File: config.mk
export PLATFORM = sky130hd
export DESIGN_NAME = uart_rx_axis_bridge
export DESIGN_NICKNAME = d
export VERILOG_FILES = /design/src/rtl/uart_axis_pkg.sv /design/src/rtl/sync_fifo_fwft.sv /design/src/rtl/uart_rx_axis_bridge.sv
export SDC_FILE = /design/constraint.sdc
export NUM_CORES = 1
export LEC_CHECK = 0
export ABC_AREA = 0
export BUFFER_PORTS_ARGS = -buffer_cell sky130_fd_sc_hd__buf_4
export CAP_MARGIN = 20
export CORE_MARGIN = 4
export CORE_UTILIZATION = 40
export DETAILED_ROUTE_END_ITERATION = 12
export PLACE_DENSITY_LB_ADDON = 0.05
export SYNTH_ARGS = -nofsm -noshare
export SYNTH_HDL_FRONTEND = slang
export SYNTH_SLANG_ARGS = --single-unit
File: constraint.sdc
create_clock -name clk -period 2.5 [get_ports clk]
set_clock_uncertainty 0.1 [all_clocks]
set_input_delay 0.375 -clock clk [delete_from_list [all_inputs] [get_ports clk]]
set_output_delay 0.375 -clock clk [all_outputs]
set_load 0.03 [all_outputs]
File: src/rtl/uart_axis_pkg.sv
// Shared defaults for the UART <-> AXI4-Stream adapters (RX bridge and TX path).
package uart_axis_pkg;

  localparam int unsigned DefaultDataBits = 8;
  localparam logic [7:0]  DefaultDelim    = 8'h0A;
  localparam int unsigned DropCntW        = 16;

endpackage

File: src/rtl/sync_fifo_fwft.sv
// Single-clock first-word-fall-through FIFO: the head entry is always visible on rd_data.
// Level is tracked by its own counter so pointers can wrap naturally.
module sync_fifo_fwft #(
  parameter int unsigned WIDTH = 9,
  parameter int unsigned DEPTH = 16
) (
  input  logic                     clk,
  input  logic                     rst,
  input  logic                     wr_en,
  input  logic [WIDTH-1:0]         wr_data,
  input  logic                     rd_en,
  output logic [WIDTH-1:0]         rd_data,
  output logic                     full,
  output logic                     empty,
  output logic [$clog2(DEPTH):0]   level
);

  localparam int unsigned PtrW = $clog2(DEPTH);
  localparam int unsigned LvlW = PtrW + 1;

  logic [WIDTH-1:0] mem_q [DEPTH];
  logic [PtrW-1:0]  wr_ptr_q, rd_ptr_q;
  logic [LvlW-1:0]  level_q;
  logic             do_wr, do_rd;

  assign empty = (level_q == '0);
  assign full  = (level_q == LvlW'(DEPTH));
  assign level = level_q;

  // A write into a full FIFO is only allowed when the head leaves in the same cycle.
  assign do_rd = rd_en && !empty;
  assign do_wr = wr_en && (!full || do_rd);

  assign rd_data = mem_q[rd_ptr_q];

  always_ff @(posedge clk) begin
    if (do_wr && !rst) begin
      mem_q[wr_ptr_q] <= wr_data;
    end
  end

  always_ff @(posedge clk) begin
    if (rst) begin
      wr_ptr_q <= '0;
      rd_ptr_q <= '0;
      level_q  <= '0;
    end else begin
      if (do_wr) begin
        wr_ptr_q <= wr_ptr_q + PtrW'(1);
      end
      if (do_rd) begin
        rd_ptr_q <= rd_ptr_q + PtrW'(1);
      end
      unique case ({do_wr, do_rd})
        2'b10:   level_q <= level_q + LvlW'(1);
        2'b01:   level_q <= level_q - LvlW'(1);
        default: level_q <= level_q;
      endcase
    end
  end

endmodule

File: src/rtl/uart_rx_axis_bridge.sv
// Buffers single-cycle UART RX bytes in a FWFT FIFO and presents them as an AXIS master,
// tagging the delimiter byte with tlast and counting bytes dropped on overflow.
module uart_rx_axis_bridge
  import uart_axis_pkg::*;
#(
  parameter int unsigned          DATA_BITS  = DefaultDataBits,
  parameter int unsigned          FIFO_DEPTH = 16,
  parameter logic [DATA_BITS-1:0] DELIM      = DATA_BITS'(DefaultDelim),
  parameter bit                   DELIM_EN   = 1'b1
) (
  input  logic                          clk,
  input  logic                          rst,
  input  logic [DATA_BITS-1:0]          rx_data,
  input  logic                          rx_valid,
  output logic [DATA_BITS-1:0]          m_axis_tdata,
  output logic                          m_axis_tvalid,
  input  logic                          m_axis_tready,
  output logic                          m_axis_tlast,
  output logic [$clog2(FIFO_DEPTH):0]   fifo_level,
  output logic                          overflow,
  input  logic                          ovf_clr,
  output logic [DropCntW-1:0]           drop_cnt
);

  logic [DATA_BITS:0]    wr_word, rd_word;
  logic                  full, empty, pop, drop;
  logic                  overflow_q;
  logic [DropCntW-1:0]   drop_cnt_q;

  assign wr_word = {DELIM_EN && (rx_data == DELIM), rx_data};

  sync_fifo_fwft #(
    .WIDTH (DATA_BITS + 1),
    .DEPTH (FIFO_DEPTH)
  ) u_fifo (
    .clk     (clk),
    .rst     (rst),
    .wr_en   (rx_valid),
    .wr_data (wr_word),
    .rd_en   (m_axis_tready),
    .rd_data (rd_word),
    .full    (full),
    .empty   (empty),
    .level   (fifo_level)
  );

  assign m_axis_tvalid = !empty;
  assign m_axis_tdata  = rd_word[DATA_BITS-1:0];
  assign m_axis_tlast  = rd_word[DATA_BITS];

  assign pop  = m_axis_tvalid && m_axis_tready;
  assign drop = rx_valid && full && !pop;

  // A drop in the same cycle as ovf_clr wins and restarts the count at one.
  always_ff @(posedge clk) begin
    if (rst) begin
      overflow_q <= 1'b0;
      drop_cnt_q <= '0;
    end else if (drop) begin
      overflow_q <= 1'b1;
      if (ovf_clr) begin
        drop_cnt_q <= DropCntW'(1);
      end else if (drop_cnt_q != '1) begin
        drop_cnt_q <= drop_cnt_q + DropCntW'(1);
      end
    end else if (ovf_clr) begin
      overflow_q <= 1'b0;
      drop_cnt_q <= '0;
    end
  end

  assign overflow = overflow_q;
  assign drop_cnt = drop_cnt_q;

endmodule

==> results.md <==
* Routed vias at 4235
* Number of antenna violations at the first check in global routing at 0
* Required time of the critical path at 2.03 ns
* Area grow syn2layout at 21.3%
* Synth top area share at 58.7%
* Initial detailed-routing violation count at 170
* Count of hold-fix buffers inserted at cts at 0
* Met1 track utilization from global routing at roughly a fifth
* Start-to-end type of the worst setup path: reg -> out
* Violations in the final reports: negative setup slack
* Cell type group with the largest total delay on the critical path: multiplexers
* DRC violation count after routing at 0
* H-tree levels at 4
* Setup crit end kind: output pin
* Final Cycle Share at 110%
* Most frequent cell on the critical path: mux4_2
* Cell with the largest stage delay on the worst path: mux4_2
* Die Y at 144 microns
* Post-synthesis sequential element count at 178
* Global-route total usage across every layer at between 10% and 20%
* Final Setup Violations at 9
* Mean area per synthesized cell at between 15 and 20 sq um
* Core outline area at between 15000 and 20000 sq um
* GR peak layer: met2
* CTS tree: yes
* Post-synth EDFFs at roughly 140
* Crit-path max FO at 6
* Via/cell ratio at ~5.5
* Total number of nets in the final design at around 550
* Clock buffer count from CTS at 17
* Diode insertion count for antenna repair at 0
* FP Rows at approximately 50
* Leakage power figure at 2.96 nW
* Number of buffers between clock root and the deepest sink at 2
* Final setup margin at -0.249 ns
* Achievable Freq at 0.364 GHz
* Net count of the mapped netlist at between 400 and 500
* Commonest non-fill, non-tap cell in the layout: edfxtp_1
* Pre-antenna DRT Iters at 4
* Unrepaired setup endpoints after global routing: yes
* IO buf count at 44
* Clock Tree Root: clkbuf_16
* Number of placed I/O pins at 45
* Predominant post-synthesis flop cell: edfxtp_1
* Hold Path Class: in -> reg
* Num Clock Sinks at approximately 180
* Slew headroom at a little over a third
* Yosys cell types at between 50 and 60
* Max stage delay on crit path at 0.53 ns
* CP cell instances: buf_4 > buf_16 > mux4_2 > mux4_2 > buf_6
* Slew at the pin with the worst max-slew slack at between 0.9 and 1 ns
* Async set-or-reset flop fraction in the synthesized netlist at 0%
* Max VDD drop at about 0.60 mV
* Number of cells in the design after placement at 729
* Number of nets still failing antenna checks after routing at 0
* Cell taking the most area after synthesis: edfxtp_1
* Buf+Inv Stages, Crit Path at 3
* Average detailed-routed wire length per instance at around 22 microns
* Utilization after layout at 49.6%
* Gr ovfl total at 0
* Met2 Resource Use GR at 30.9%
* Top library cells by usage in the layout, fill and taps aside: 144 x edfxtp_1, 70 x buf_4, 45 x mux4_2, 34 x nor2_1, 32 x dfxtp_1
* Via count of the first global-routing pass at 4368
* Starting density of the core at approximately 41%
* Min cycle time layout at ~2.7 ns
* Fill cell count at 1537
* Post-Route WL at around 17000 microns
* Share of final-layout standard cells stronger than drive strength 1 at between 30% and 40%
* Die Footprint at 20600 sq um
* Status: complete, but fails checks
* Leading cell types by total area after synthesis: edfxtp_1 59%, mux4_2 14%, dfxtp_1 9.2%, nor2_1 1.7%, ha_1 1.4%
* Synthesized netlist cell count at 439
* Placed wire-length estimate at 10500 microns
* Start point of the worst hold path: rx_data[2]
* Maximum Capacitance Violations at 0
* Clk Latency, worst-skew pair at ~0.43 ns
* Startpoint class of the critical path: flip-flop
* Met3 capacity usage during global routing at 3.63%
* Warnings from Yosys at 0
* Final std cells w/o fill at around 770
* Cell area after synthesis at 7360 sq um
* Max-slew violations at 0
* First-pass GRT wire length at 25900 microns
* Worst r2r src: u_fifo.level[0]
* Weighted congestion at the end of routability-driven global placement at 0.858
* CP Data Arrival Time at 2.27 ns
* X dimension of the die at 144 microns
* Pin count of the biggest net entering global routing at 37
* PwrDens at roughly 890 nW/um^2
* Count of endpoints failing hold in the final timing report at 0
* Sequential cell area fraction in the yosys report at slightly below 70%
* Clock-pin slew of the registers on the worst-case setup and hold paths at roughly 0.070 ns
metrics by stage:
step                cell area (sq um)  total power, W  worst slack (ns)  setup TNS, ns  hold slack (ns)
global placement                 8210         0.00517             0.189              0            0.357
floorplan                        7370         0.00459            0.0464              0            0.374
finish                           8940         0.00791            -0.249          -2.01            0.154
CTS                              8960         0.00804            -0.287          -2.34            0.137
detailed placement               8210         0.00518             0.182              0            0.354
global route                     8940         0.00827            -0.311          -2.59            0.152
flip-flops by register name (all words and copies together), names as in the netlist, named ones only:
register and cells:
u_fifo.level 5, u_fifo.wr_ptr_q 4, u_fifo.rd_ptr_q 4, overflow 1, u_fifo.mem_q 144, drop_cnt 16
metal layers:
layer  vias to the layer above  routed length, microns
li1                       1939                       -
met1                      2157                    6760
met2                       119                    8940
met3                        20                     913
met4                         0                     335
met5                         -                       0
cell usage after synthesis, types with 7 or more instances:
cell,n
a21oi_1,10
clkbuf_1,11
dfxtp_1,34
edfxtp_1,144
ha_1,8
inv_1,8
mux2i_1,10
mux4_2,45
nand2_1,25
nor2_1,34
o21ai_0,7
or3_1,9
layout make-up:
| cell class | instances | area, sq um | area share [%] |
|---|---|---|---|
| sequential | 178 | 5010 | 56.1 |
| clock buffer | 18 | 429 | 4.80 |
| multi-input combinational | 233 | 2240 | 25.1 |
| inverter | 8 | 30.0 | 0.336 |
| clock inverter | 14 | 129 | 1.44 |
| timing repair buffer | 88 | 811 | 9.07 |
| tap | 229 | 287 | 3.21 |
logic make-up after synthesis:
group           count (synthesis)  synth area share, %
fa+ha+maj                       8                 1.36
xor+xnor                        4                0.476
compound gates                 44                 4.25
simple gates                  120                 8.83
buf+inv                        28                 1.70
flops                         178                 68.0
mux                            57                 15.4
report_power, final:
group          internal [W]  switching [W]  total (W)
combinational       0.00107       0.000971    0.00204
sequential          0.00328      0.0000517    0.00333
clock               0.00139        0.00115    0.00254
worst paths after layout:
kind                               to  slack, ns  depth (start not counted)
setup / recovery      m_axis_tdata[0]      -0.25                          5
hold / removal    u_fifo.mem_q[14][2]       0.15                          1
setup reg to reg      u_fifo.level[4]       0.23                          8
hold reg to reg              overflow       0.36                          2
what timing repair did:
action                                  CTS  global route
gates cloned                              4             0
endpoints found under the setup margin    9             9
setup buffers                             4             0
gates resized for setup                  17             0
endpoints found under the hold margin     0             0
worst register-to-register path: stages (launching register included):
cell and delay, ns:
dfxtp_1 0.31, buf_4 0.16, nor4_2 0.31, a21oi_1 0.14, ha_1 0.22, or3b_2 0.47, o32ai_1 0.24, nand2_1 0.09
a31oi_1 0.15
No activity file was read; power rests on OpenSTA's default activity.
